**src/rtl/uart_tx_fifo.sv**
```systemverilog
// UART 8N1 transmitter fed by a circular byte FIFO (valid/ready input side).
// Latency: a byte pushed into an empty FIFO with the line idle drives the start bit from the next edge.
// Backpressure: data_ready drops when the FIFO is full, except on an edge that also pops a byte.
module uart_tx_fifo #(
    parameter int CLK_FREQ   = 100_000_000,
    parameter int BAUD_RATE  = 9600,
    parameter int FIFO_DEPTH = 8
) (
    input  logic                          clk,
    input  logic                          rst_n,
    input  logic [7:0]                    data_in,
    input  logic                          data_valid,
    output logic                          data_ready,
    output logic                          tx,
    output logic                          tx_busy,
    output logic                          done,
    output logic [$clog2(FIFO_DEPTH):0]   fifo_count
);

    localparam int                BIT_PERIOD = CLK_FREQ / BAUD_RATE;
    localparam int                PTR_W      = $clog2(FIFO_DEPTH);
    localparam int                CNT_W      = PTR_W + 1;
    localparam logic [15:0]       BIT_LAST   = 16'(BIT_PERIOD - 1);
    localparam logic [CNT_W-1:0]  DEPTH_C    = CNT_W'(FIFO_DEPTH);

    typedef enum logic [1:0] {IDLE, START, DATA, STOP} state_t;

    logic [7:0]       mem [FIFO_DEPTH];
    logic [PTR_W-1:0] wr_ptr;
    logic [PTR_W-1:0] rd_ptr;
    logic             fifo_empty;
    logic             push;
    logic             pop;

    state_t           state;
    state_t           state_nxt;
    logic [15:0]      bit_cnt;
    logic [15:0]      bit_cnt_nxt;
    logic [2:0]       bit_idx;
    logic [2:0]       bit_idx_nxt;
    logic [7:0]       shift_dat;
    logic [7:0]       shift_nxt;
    logic             tx_nxt;
    logic             bit_end;

    // A pop frees a slot on the same edge, so a full FIFO still accepts then.
    assign fifo_empty = (fifo_count == '0);
    assign data_ready = (fifo_count != DEPTH_C) || pop;
    assign push       = data_valid && data_ready;
    assign tx_busy    = (state != IDLE);
    assign bit_end    = (bit_cnt == BIT_LAST);

    // Storage write; data_in is captured only here, so later changes do not touch queued bytes.
    always_ff @(posedge clk) begin
        if (push) begin
            mem[wr_ptr] <= data_in;
        end
    end

    // FIFO pointers and occupancy; pointers wrap naturally at the power-of-two depth.
    always_ff @(posedge clk or negedge rst_n) begin
        if (!rst_n) begin
            wr_ptr     <= '0;
            rd_ptr     <= '0;
            fifo_count <= '0;
        end else begin
            if (push) begin
                wr_ptr <= wr_ptr + PTR_W'(1);
            end
            if (pop) begin
                rd_ptr <= rd_ptr + PTR_W'(1);
            end
            case ({push, pop})
                2'b10:   fifo_count <= fifo_count + CNT_W'(1);
                2'b01:   fifo_count <= fifo_count - CNT_W'(1);
                default: fifo_count <= fifo_count;
            endcase
        end
    end

    // Frame state and datapath registers; reset abandons any frame and idles the line high.
    always_ff @(posedge clk or negedge rst_n) begin
        if (!rst_n) begin
            state     <= IDLE;
            bit_cnt   <= '0;
            bit_idx   <= '0;
            shift_dat <= '0;
            tx        <= 1'b1;
        end else begin
            state     <= state_nxt;
            bit_cnt   <= bit_cnt_nxt;
            bit_idx   <= bit_idx_nxt;
            shift_dat <= shift_nxt;
            tx        <= tx_nxt;
        end
    end

    // Next-state, pop and done; STOP chains straight into START when more bytes wait.
    always_comb begin
        state_nxt   = state;
        bit_cnt_nxt = bit_cnt;
        bit_idx_nxt = bit_idx;
        shift_nxt   = shift_dat;
        tx_nxt      = tx;
        pop         = 1'b0;
        done        = 1'b0;
        case (state)
            IDLE: begin
                tx_nxt = 1'b1;
                if (!fifo_empty) begin
                    pop         = 1'b1;
                    shift_nxt   = mem[rd_ptr];
                    bit_cnt_nxt = '0;
                    tx_nxt      = 1'b0;
                    state_nxt   = START;
                end
            end
            START: begin
                if (bit_end) begin
                    bit_cnt_nxt = '0;
                    bit_idx_nxt = '0;
                    tx_nxt      = shift_dat[0];
                    state_nxt   = DATA;
                end else begin
                    bit_cnt_nxt = bit_cnt + 16'd1;
                end
            end
            DATA: begin
                if (bit_end) begin
                    bit_cnt_nxt = '0;
                    if (bit_idx == 3'd7) begin
                        tx_nxt    = 1'b1;
                        state_nxt = STOP;
                    end else begin
                        bit_idx_nxt = bit_idx + 3'd1;
                        shift_nxt   = shift_dat >> 1;
                        tx_nxt      = shift_dat[1];
                    end
                end else begin
                    bit_cnt_nxt = bit_cnt + 16'd1;
                end
            end
            STOP: begin
                if (bit_end) begin
                    done        = 1'b1;
                    bit_cnt_nxt = '0;
                    if (!fifo_empty) begin
                        pop       = 1'b1;
                        shift_nxt = mem[rd_ptr];
                        tx_nxt    = 1'b0;
                        state_nxt = START;
                    end else begin
                        tx_nxt    = 1'b1;
                        state_nxt = IDLE;
                    end
                end else begin
                    bit_cnt_nxt = bit_cnt + 16'd1;
                end
            end
            default: state_nxt = IDLE;
        endcase
    end

endmodule

```
**config.mk**
```make
export PLATFORM = sky130hd
export DESIGN_NAME = uart_tx_fifo
export DESIGN_NICKNAME = d
export VERILOG_FILES = /design/src/rtl/uart_tx_fifo.sv
export SDC_FILE = /design/constraint.sdc
export NUM_CORES = 1
export LEC_CHECK = 0
export BUFFER_PORTS_ARGS = -buffer_cell sky130_fd_sc_hd__buf_2
export CAP_MARGIN = 10
export CORE_MARGIN = 2
export CORE_UTILIZATION = 50
export CTS_BUF_LIST = sky130_fd_sc_hd__clkbuf_8
export CTS_CLUSTER_SIZE = 10
export DETAILED_ROUTE_END_ITERATION = 7
export PLACE_DENSITY = 0.67
export SLEW_MARGIN = 5
export SYNTH_ARGS = -nofsm -noshare
export SYNTH_HDL_FRONTEND = slang
export SYNTH_SLANG_ARGS = --single-unit
```
**constraint.sdc**
```tcl
create_clock -name clk -period 2.76 [get_ports clk]
set_input_delay 0.414 -clock clk [delete_from_list [all_inputs] [get_ports clk]]
set_output_delay 0.414 -clock clk [all_outputs]
set_load 0.02 [all_outputs]
```
Word-level counts from Yosys, hierarchy flattened
Memory sizes are Yosys's and may differ from the RTL's.
Cells that the tools add are included.
- add/subtract/negate cells: 6
- equality and inequality tests: 14
- mux-type cells: 33
- reductions and logical operators: 13
- operators by type and width (kind ; number):
    two-way mux 16 bit ; 2
    two-way mux 8 bit ; 4
    case mux 16 bit (2 select lines) ; 1
    case mux 8 bit (3 select lines) ; 1
    adder 16 x 1 -> 16 bit, second input constant ; 1
    == test 16 x 14 -> 1 bit, second input constant ; 1
    two-way mux 1 bit ; 12
    inequality test 2 bit, second input constant ; 6
    two-way mux 2 bit ; 5
    adder 3 x 1 -> 3 bit, second input constant ; 3
    two-way mux 3 bit ; 3
    case mux 2 bit (4 select lines) ; 1
    case mux 4 bit (2 select lines) ; 1
    AND reduction 4 bit ; 2
    == test 2 bit, second input constant ; 3
    case mux 3 bit (2 select lines) ; 1
    nonzero test 2 bit ; 3
    AND reduction 5 bit ; 1
    adder 4 x 1 -> 4 bit, second input constant ; 1
    == test 2 x 1 -> 1 bit, second input constant ; 2
    logical NOT 4 bit ; 1
    inequality test 4 bit, second input constant ; 1
    case mux 1 bit (4 select lines) ; 1
    subtractor 4 x 1 -> 4 bit, second input constant ; 1
    other kinds (8) ; 8
- bits in registers: 40
- memory bits (writable): 64
- input bits: 11
- output and inout bits: 8
- memories: 1
- memories (name ; words ; width ; read ports ; clocked after memory_dff ; write ports ; RTL line ; RTL):
    mem ; 8 ; 8 ; 1 ; 0 ; 1 ; 28 ; logic [7:0] mem [FIFO_DEPTH];

Longest topological paths before layout
- depth after elaboration: 8
- gate-level depth with buffers: 12

Least setup slack after synthesis
Ideal clock, no wire load.
- path type: flip-flop to flip-flop
- start point: register state[0]
- end point: register fifo_count[3]
- arrival time: 2973 ps
- data required time: 2680 ps
- path slack: -293 ps
- stages on the path, launching flop included: 13
- clock period less this slack: 3053 ps
- cells stage by stage: dfrtp_1 -> ha_1 -> or4bb_1 -> nor4_4 -> o21a_4 -> nand2_1 -> inv_1 -> ha_1 -> a21o_1 -> a2111oi_0 -> o211ai_1 -> o31ai_1 -> xor2_1
- cells in the longest elaborated chain, start to end: 6
- elaborated cells between the ends (all ways): 9
- those cells by class: eq/ne: 3; mux: 2; reduce/logical: 4
- ends and longest elaborated chain (item ; RTL line ; RTL):
    from (decl) ; 35 ; state_t state;
    from (signal assigned) ; 90 ; state <= state_nxt;
    == test 2 bit or logical NOT 2 bit (tied branches) ; 107 ; case (state)
    case mux 1 bit (2 select lines) (*) ; 107 ;
    logical OR 1 bit ; 48 ; assign data_ready = (fifo_count != DEPTH_C) || pop;
    logical AND 1 bit ; 49 ; assign push = data_valid && data_ready;
    == test 2 x 1 -> 1 bit or == test 2 bit (tied branches) ; 73 ; case ({push, pop})
    case mux 4 bit (2 select lines) or nonzero test 2 bit (tied branches) ; n/a ;
    to (signal assigned) ; 74 ; 2'b10: fifo_count <= fifo_count + CNT_W'(1);
    to (signal assigned) ; 75 ; 2'b01: fifo_count <= fifo_count - CNT_W'(1);
    to (signal assigned) ; 76 ; default: fifo_count <= fifo_count;
    to (decl) ; 17 ; output logic [$clog2(FIFO_DEPTH):0] fifo_count
Mark *: on every way between the ends. The rest lies on a longest branch, timed or not.
A chain may end at the register's enable or synchronous reset.

Worst setup path after layout
- start point: register state[1]
- end point: register fifo_count[1]
Same word-level chain as after synthesis.

==> flow_summary_export.csv <==
group,metric,value,unit
global_route,overflow,0,
logic_synthesis,synthesis.area,4850,um2
sta,hold_violations,0,
critical_path,rrSetupSlack,-0.05,ns
floorplan,row_count,35,
job,maxCapViolations,0,
global_route,grt_max_degree,41,
logic_synthesis,synthSimpleGateAreaFrac,11.5,%
cells_and_area,n_antenna_cell,0,
outcome,status,"finished with violations",
logic_synthesis,yosys_warnings,0,
logic_synthesis,avgSynthCellArea,13.8,um2
clock_network,cts_tree,"built",
floorplan,coreArea,9330,um2
sta,rsz0062_at_grt,"true",
logic_synthesis,synth-edff-count,64,
place,placed_cell_area,5350,um2
critical_path,endpoint,"fifo_count[1]",
sta,finalSetupViolations,1,
critical_path,crit_required,3.04,ns
power,p_leak,2.19,nW
clock_network,cts_root_buf,"clkbuf_8",
logic_synthesis,synthAdderAreaFrac,3.77,%
logic_synthesis,syn-num-nets,377,
logic_synthesis,synth_ff_type,"edfxtp_1",
floorplan,start_util,52.0,%
clock_network,clk-insertion-delay-late,0.37,ns
floorplan,fp.dieArea,10500,um2
hold_path,hp-class,"in2async",
route,num_vias,2964,
sta,final.setup.tns,-0.0458,ns
logic_synthesis,synth_async_sr_flop_share,38.5,%
sta,worst_pin_slew,0.904,ns
logic_synthesis,synth_xor_xnor_area_share,2.17,%
logic_synthesis,yosys.cell_types.count,58,
logic_synthesis,synthMuxAreaShare,11.7,%
global_route,grt_pass1_vias,2886,
cells_and_area,design_area,5600,um2
place,place_hpwl,6.23,mm
sta,layout_worst_path_cycle_share,102,%
critical_path,r2r_end,"fifo_count[1]",
sta,skew,0.0182,ns
global_route,grt_pass1_wl,14.9,mm
power,ir_drop,356,uV
clock_network,cts_buffers,9,
cells_and_area,finish.utilization,60.1,%
logic_synthesis,ys_seq_area_share,60.3,%
critical_path,crit-reg2reg-launch,"state[1]",
global_route,grt_antenna_before_repair,0,
route,dr.pass1.iters,4,
critical_path,reg2regPathDepth,9,
route,vias_per_cell,5.50,
clock_network,clock-sinks,104,
route,drt_iter0_markers,182,
floorplan,ios,19,
critical_path,arrival,3.08,ns
logic_synthesis,synth_top_family_by_area,"multiplexers",
critical_path,crit_start,"state[1]",
outcome,violations,"negative setup slack",
route,drtAntennaViolNets,0,
clock_network,htree_levels,3,
power,total_power,0.00553,W
place,place_congestion,0.852,
critical_path,critPathMaxFanout,3,
sta,slew_viol_final,0,
route,routedWlPerCell,17.0,um
clock_network,clockBufferDepth,2,
logic_synthesis,synth_cells,352,
clock_network,cts_hold_buf,0,
sta,layout_setup_ws,-0.0458,ns
critical_path,critical_path_class,"reg2reg",
critical_path,start_kind,"flop",
place,numPortBuffers,18,
cells_and_area,nets,430,
route,drc,0,
cells_and_area,drive_gt1_share,29.5,%
power,power.density,987,nW/um2
critical_path,crit_path_end_kind,"flop",
clock_network,clkTransAtPathRegs,0.12,ns
sta,hold_slack,0.155,ns
floorplan,fp.dieH,102,um
global_route,track_usage,19.0,%
route,wl,9.18,mm
sta,fmax,356,MHz
floorplan,fp.dieW,102,um
sta,post-route-min-period,2.81,ns
logic_synthesis,ys_ff_latch,104,
sta,slew_headroom,39.7,%
cells_and_area,syn_to_final_growth,15.6,%
logic_synthesis,synth_compound_area_share,8.55,%
==> cells in the mapped netlist, types with 8 or more instances <==
cell type | n | area (um2)
clkbuf_1 | 9 | 33.8
dfrtp_1 | 39 | 976
edfxtp_1 | 64 | 1920
ha_1 | 13 | 163
inv_1 | 11 | 41.3
mux2_2 | 10 | 113
mux2i_1 | 8 | 80.1
mux4_2 | 16 | 360
nand2_1 | 36 | 135
nand3_1 | 9 | 45.0
nor2_1 | 13 | 48.8
nor3_1 | 8 | 40.0
o21ai_0 | 24 | 120
==> placed cells by master (no fill, tap or decap), types with 5 or more instances in the layout <==
cell and n:
a22o_1 5, ha_1 11, inv_1 10, clkbuf_8 9, xor2_1 5, buf_4 37, mux4_2 16, buf_2 17
nor2_1 13, a21o_1 7, dfrtp_1 39, nand3_1 9, o21ai_0 24, edfxtp_1 64, nand2_1 35, mux2i_1 8
xnor2_1 7, mux2_2 10
==> critical path, stage by stage, from the launching register on <==
cell and delay, ns:
dfrtp_1 0.37, ha_2 0.17, or4bb_4 0.47, nor4_4 0.32, o21a_4 0.17, nand2_4 0.06, buf_6 0.12, fa_1 0.46
or4_1 0.48, o311ai_1 0.10
==> how the worst min path moves through the flow <==
| stage | start | endpoint | cells after the start |
|---|---|---|---|
| final | rst_n | bit_cnt[5] | 1 |
| after global placement | shift_dat[7] | shift_dat[7] | 1 |
| after global routing | rst_n | bit_cnt[7] | 1 |
| after CTS | rst_n | bit_cnt[5] | 1 |
| after floorplan | rst_n | bit_cnt[0] | 0 |
| after detailed placement | shift_dat[7] | shift_dat[7] | 1 |
==> layer usage <==
metal | GRT usage (%) | routed length [um] | vias to the layer above
met3 | 3.63 | 288 | 11
met5 | 0 | 0 | -
met2 | 33.4 | 4840 | 50
met1 | 24.1 | 3950 | 1465
li1 | - | - | 1438
met4 | 5.33 | 95 | 0
==> state kept, by name (all words and copies together) (netlist names) <==
register	count
bit_cnt	16
tx	1
wr_ptr	3
bit_idx	3
mem	64
shift_dat	8
state	2
rd_ptr	3
fifo_count	4
==> through the flow <==
stage / setup slack, ns / std cells
5_1_grt: -0.141 / 539
2_1_floorplan: -0.110 / 352
6_report: -0.0458 / 539
3_5_place_dp: -0.00145 / 519
4_1_cts: 0.0120 / 535
3_3_place_gp: 0.0598 / 519
==> repair_timing <==
item	4_1_cts	5_1_grt
setup endpoints to repair	1	2
setup buffers	0	4
pin swaps	1	6
gates resized for setup	0	5
==> kinds of logic (layout without fill, tap and decap cells) <==
logic type / after synthesis / count (layout)
multiplexers: 35 / 35
XOR/XNOR: 12 / 12
AND/OR/NAND/NOR: 102 / 102
adder cells (fa/ha/maj): 14 / 14
flip-flops: 104 / 104
AO/OA/AOI/OAI: 61 / 61
buffers and inverters: 24 / 82
==> power by group <==
group / internal [W] / total [W] / switching (W)
registers: 0.00200 / 0.00226 / 0.000255
clock network: 0.000375 / 0.000978 / 0.000603
logic: 0.00112 / 0.00230 / 0.00118
==> cell type report <==
cell class / instances / area [um2]
Clock buffer: 9 / 124
Fill cell: 747 / 3720
Timing Repair Buffer: 55 / 374
Tap cell: 129 / 161
Inverter: 11 / 43.8
Multi-Input combinational cell: 224 / 1890
Clock inverter: 7 / 88.8
Sequential cell: 104 / 2920
No activity file was read; power rests on OpenSTA's default activity.
